$ cat src/rtl/booth_multiplier_param.sv
// booth_multiplier_param: iterative radix-4 Booth multiplier with result hold, flush and optional early termination.
module booth_multiplier_param #(
    parameter int WIDTH      = 64,
    parameter bit EARLY_TERM = 1
) (
    input  logic             clock,
    input  logic             reset_n,
    input  logic             mul_valid,
    output logic             mul_ready,
    input  logic             flush,
    input  logic             mulw,
    input  logic [1:0]       mul_signed,
    input  logic [WIDTH-1:0] multiplicand,
    input  logic [WIDTH-1:0] multiplier,
    output logic             mul_doing,
    output logic             out_valid,
    input  logic             out_ready,
    output logic [WIDTH-1:0] result_hi,
    output logic [WIDTH-1:0] result_lo
);
    localparam int H  = WIDTH / 2;
    localparam int AW = 2 * WIDTH + 2;
    localparam int YW = WIDTH + 3;
    localparam int CW = $clog2(WIDTH / 2 + 2);
    typedef enum logic [1:0] {IDLE, BUSY, DONE} state_t;
    state_t          state_q, state_d;
    logic [AW-1:0]   acc_q, acc_d, x_q, x_d, x2, pp, x_init;
    logic [YW-1:0]   y_q, y_d, y_init;
    logic [CW-1:0]   cnt_q, cnt_d;
    logic            mulw_q, mulw_d;
    logic            xe, ye, redundant, last;
    logic [WIDTH-1:0] x_n, y_n;
    logic [2:0]      sel;
    logic            unused;
    assign xe     = mul_signed[1] & (mulw ? multiplicand[H-1] : multiplicand[WIDTH-1]);
    assign ye     = mul_signed[0] & (mulw ? multiplier[H-1] : multiplier[WIDTH-1]);
    assign x_n    = mulw ? {{H{xe}}, multiplicand[H-1:0]} : multiplicand;
    assign y_n    = mulw ? {{H{ye}}, multiplier[H-1:0]} : multiplier;
    assign x_init = {{(AW-WIDTH){xe}}, x_n};
    assign y_init = {ye, ye, y_n, 1'b0};
    assign sel    = y_q[2:0];
    assign x2     = x_q << 1;
    assign pp     = (sel == 3'b001 || sel == 3'b010) ? x_q :
                    (sel == 3'b011)                  ? x2 :
                    (sel == 3'b100)                  ? ~x2 + AW'(1) :
                    (sel == 3'b101 || sel == 3'b110) ? ~x_q + AW'(1) : '0;
    // Remaining multiplier bits all equal means every further Booth digit is zero
    assign redundant = EARLY_TERM && (y_q == '0 || y_q == '1);
    assign last      = cnt_q == CW'(mulw_q ? WIDTH / 4 : WIDTH / 2);
    assign mul_ready = (state_q == IDLE) & ~flush;
    assign mul_doing = state_q == BUSY;
    assign out_valid = state_q == DONE;
    assign result_lo = out_valid ? (mulw_q ? {{H{acc_q[H-1]}}, acc_q[H-1:0]} : acc_q[WIDTH-1:0]) : '0;
    assign result_hi = (out_valid && !mulw_q) ? acc_q[2*WIDTH-1:WIDTH] : '0;
    assign unused    = ^acc_q[AW-1:2*WIDTH];
    always_comb begin
        state_d = state_q;
        acc_d   = acc_q;
        x_d     = x_q;
        y_d     = y_q;
        cnt_d   = cnt_q;
        mulw_d  = mulw_q;
        case (state_q)
            IDLE: if (mul_valid && mul_ready) begin
                state_d = BUSY;
                acc_d   = '0;
                x_d     = x_init;
                y_d     = y_init;
                cnt_d   = '0;
                mulw_d  = mulw;
            end
            BUSY: if (redundant) begin
                state_d = DONE;
            end else begin
                acc_d   = acc_q + pp;
                x_d     = x_q << 2;
                y_d     = {y_q[YW-1], y_q[YW-1], y_q[YW-1:2]};
                cnt_d   = cnt_q + CW'(1);
                state_d = last ? DONE : BUSY;
            end
            DONE: if (out_ready) state_d = IDLE;
            default: state_d = IDLE;
        endcase
        if (flush && state_q != IDLE) begin
            state_d = IDLE;
            acc_d   = '0;
        end
    end
    always_ff @(posedge clock or negedge reset_n) begin
        if (!reset_n) begin
            state_q <= IDLE;
            acc_q   <= '0;
            x_q     <= '0;
            y_q     <= '0;
            cnt_q   <= '0;
            mulw_q  <= 1'b0;
        end else begin
            state_q <= state_d;
            acc_q   <= acc_d;
            x_q     <= x_d;
            y_q     <= y_d;
            cnt_q   <= cnt_d;
            mulw_q  <= mulw_d;
        end
    end
endmodule

$ cat config.mk
export PLATFORM = sky130hd
export DESIGN_NAME = booth_multiplier_param
export DESIGN_NICKNAME = d
export VERILOG_FILES = /design/src/rtl/booth_multiplier_param.sv
export SDC_FILE = /design/constraint.sdc
export NUM_CORES = 2
export LEC_CHECK = 0
export ABC_CLOCK_PERIOD_IN_PS = 16100
export CORE_MARGIN = 8
export CORE_UTILIZATION = 50
export CTS_BUF_LIST = sky130_fd_sc_hd__clkbuf_4 sky130_fd_sc_hd__clkbuf_8
export DETAILED_ROUTE_END_ITERATION = 12
export PLACE_DENSITY = 0.7
export SYNTH_ARGS = -nofsm -noshare
export SYNTH_HDL_FRONTEND = slang
export SYNTH_SLANG_ARGS = --single-unit
$ cat constraint.sdc
create_clock -name clock -period 16.1 [get_ports clock]
set_input_delay 2.415 -clock clock [delete_from_list [all_inputs] [get_ports clock]]
set_output_delay 2.415 -clock clock [all_outputs]
set_load 0.02 [all_outputs]
==> results.txt <==
status: finished, final reports clean
most frequent CP cell: or3_1
GRT Overall Usage: 0.317
# DRC: 0
Avg Cell Area, Syn: 7.43 µm²
Die Ht: 266 µm
Setup crit end kind: register
Max Cap Viol: 0
GR Util met2: 0.497
hold_buf cts: 0
gr busiest metal: met2
starting density of the core: 0.507
yosys synthesis warning count: 0
met3 usage: 0.0671
via/cell ratio: 6.26
first-pass GRT wire length: 179000 µm
Final Util: 0.576
crit path time final: 8.25 ns
IO Port Bufs: 266
skew final: 0.0311 ns
synth unique cells: 95
Worst setup SP type: register
1st-iter DRT viols: 3446
CORE AREA: 61700 µm²
CTS Buf Count: 66
layout cells sized above 1: 0.0586
CP Data Arrival Time: 8.78 ns
wirelength, routed: 116000 µm
# setup viols final: 0
GP Congestion: 0.976
post-route cell area: 35600 µm²
postcts setup bufs: 0
antenna violations before repair: 3
Worst Path Required: 16.64 ns
IO Count: 267
Slew Limit Fails: 0
TritonRoute pass-1 iters: 8
GR met1 Demand/Resource: 0.421
post-cts gate resize count: 0
Crit path largest cell delay: 0.75 ns
Synth async-reset ratio: 1.00
CTS tree: yes
slowest CP cell: o221ai_1
H-tree levels: 3
Vias: 31900
worst hold-check path type: reg -> reg
GRT Residual Overflow: 0
#FFs+latches synth: 332
Worst slew margin: 0.176
top_reg_cell synth: dfrtp_1
VDD IR max: 0.0930 mV
kind of critical path: reg -> reg
part of the cycle the worst path needs: 0.512
Area growth syn-to-layout: 13.7%
Final nets: 4515
post-route antenna net violation count: 0
Critical Path, Cell by Cell: nor4_4 > nand2_1 > or3_1 > or3_1 > or3_1 > or3_1 > nor3_1 > xor2_1 > maj3_1 > a211oi_1 > ha_1 > a21oi_1 > o21ai_0 > a221oi_1 > o211ai_1 > o221ai_1 > a2bb2oi_1 > nor4bb_1 > o31ai_1 > a21boi_0 > o21ai_0 > xnor2_1 > o21ai_0
setup tns final: 0 ns
clock tree sinks: 332
slew at the pin closest to its max-slew limit: 1.23 ns
syn_nets: 4509
Power per Cell Area: 161 nW/µm²
number of flops mapped to enable cells by yosys: 0
vias in the first global route: 30200
Row Count: 91
Area after DPL: 33900 µm²
Worst-Skew Late Latency: 0.70 ns
RSZ-0062 raised after global routing: false
largest net degree at the start of global routing: 133
P_leak: 14.8 nW
DPL Wire Length: 85800 µm
sequential area share after synthesis: 0.266
Max Freq: 121 MHz
die width: 266 µm
Synth Cell Area: 31300 µm²
Final Hold Violating Endpoints: 0
clk slew on worst S/H paths: 0.07 ns
die area: 70800 µm²
clock root buffer: clkbuf_8
Post-Syn Instances: 4210
crit path max fanout: 8
routed len/inst: 22.7 µm
CTS max path bufs: 3
## cell type report
| type | count | area, µm² |
|---|---|---|
| clock inverters | 23 | 379 |
| inverters | 68 | 258 |
| diodes | 1 | 2.50 |
| well taps | 837 | 1050 |
| clock buffers | 98 | 1250 |
| fillers | 5898 | 26200 |
| multi-input cells | 3442 | 21300 |
| flip-flops and latches | 332 | 8320 |
| repair buffers | 306 | 2960 |
## cell usage in the layout (no fill, tap or decap), drive strengths merged, types with 94 or more instances in the layout
cell and count:
a21oi 373, o21ai 487, and2 112, xnor2 117
nand2 574, nor2 305, a21o 97, nor3 94
clkdlybuf4s50 264, xor2 131, o22ai 113, clkbuf 98
dfrtp 332, ha 162
## sequential cells by signal, summed over array words and instances, names as in the netlist
| register | cells |
|---|---|
| y_q | 67 |
| x_q | 128 |
| cnt_q | 6 |
| state_q | 2 |
| mulw_q | 1 |
| acc_q | 128 |
## through the flow
| stage | std cells | worst slack (ns) | power, W | hold slack (ns) |
|---|---|---|---|---|
| 5_1_grt | 5107 | 7.50 | 0.00607 | 0.528 |
| 2_1_floorplan | 4210 | 10.02 | 0.00358 | 0.442 |
| 3_5_place_dp | 4985 | 8.01 | 0.00456 | 0.487 |
| 4_1_cts | 5106 | 7.96 | 0.00565 | 0.495 |
| 6_report | 5107 | 7.85 | 0.00571 | 0.489 |
| 3_3_place_gp | 4985 | 8.11 | 0.00456 | 0.485 |
## worst max-delay path, delay by kind of cell, from the launching register on
| family | cells | cell delay [ns] |
|---|---|---|
| AO/OA/AOI/OAI | 11 | 3.63 |
| XOR/XNOR | 2 | 0.27 |
| adder cells (fa/ha/maj) | 2 | 0.75 |
| flip-flops | 1 | 0.49 |
| AND/OR/NAND/NOR | 8 | 2.93 |
## power breakdown
part / internal, W / total [W] / switching, W / leakage [nW]
combinational: 0.00111 / 0.00317 / 0.00205 / 9.60
clock: 0.000638 / 0.00107 / 0.000427 / 0.846
sequential: 0.00104 / 0.00148 / 0.000437 / 4.35
## routing by layer
layer	vias up	routed length [µm]
li1	15200	-
met1	15000	48700
met2	1465	51800
met3	265	10200
met4	4	5250
met5	-	27
## logic make-up (layout without fill, tap and decap cells)
logic type / count (synthesis) / count (layout) / synth area share
buffers and inverters: 436 / 495 / 0.0533
AO/OA/AOI/OAI: 1423 / 1423 / 0.275
XOR/XNOR: 248 / 248 / 0.0695
other: 0 / 1 / 0
flip-flops: 332 / 332 / 0.266
multiplexers: 97 / 97 / 0.0321
AND/OR/NAND/NOR: 1478 / 1478 / 0.228
adder cells (fa/ha/maj): 196 / 196 / 0.0761
## Yosys cell counts, types with 25 or more instances
library cell,n,area (µm²)
o21ai_0,484,2420
xor2_1,131,1150
a221oi_1,44,385
nor4_1,47,294
a211oi_1,32,240
a22oi_1,30,225
and2_1,112,701
dfrtp_1,332,8310
o31ai_1,30,225
nand3_1,45,225
xnor2_1,117,1020
ha_1,162,2030
nor3_1,90,450
a31oi_1,25,156
a21o_1,97,728
or3_1,40,250
clkbuf_1,329,1230
inv_1,66,248
a21oi_1,373,1870
mux2i_1,79,791
o21bai_1,41,308
nor2_1,303,1140
maj3_1,32,320
nor2b_1,77,482
o22ai_1,113,707
nand4_1,89,557
nand2_1,572,2150
## worst paths after layout
| kind | startpoint | end | slack [ns] | depth (start not counted) |
|---|---|---|---|---|
| hold / removal | acc_q[127] | acc_q[127] | 0.49 | 1 |
| min in group asynchronous | reset_n | y_q[41] | 1.74 | 1 |
| hold reg to reg | acc_q[127] | acc_q[127] | 0.49 | 1 |
| setup reg to reg | x_q[4] | acc_q[123] | 7.85 | 23 |
| setup / recovery | x_q[4] | acc_q[123] | 7.85 | 23 |
| max in group asynchronous | reset_n | acc_q[67] | 12.19 | 3 |
Note: power is estimated with default switching activity, not from simulation.
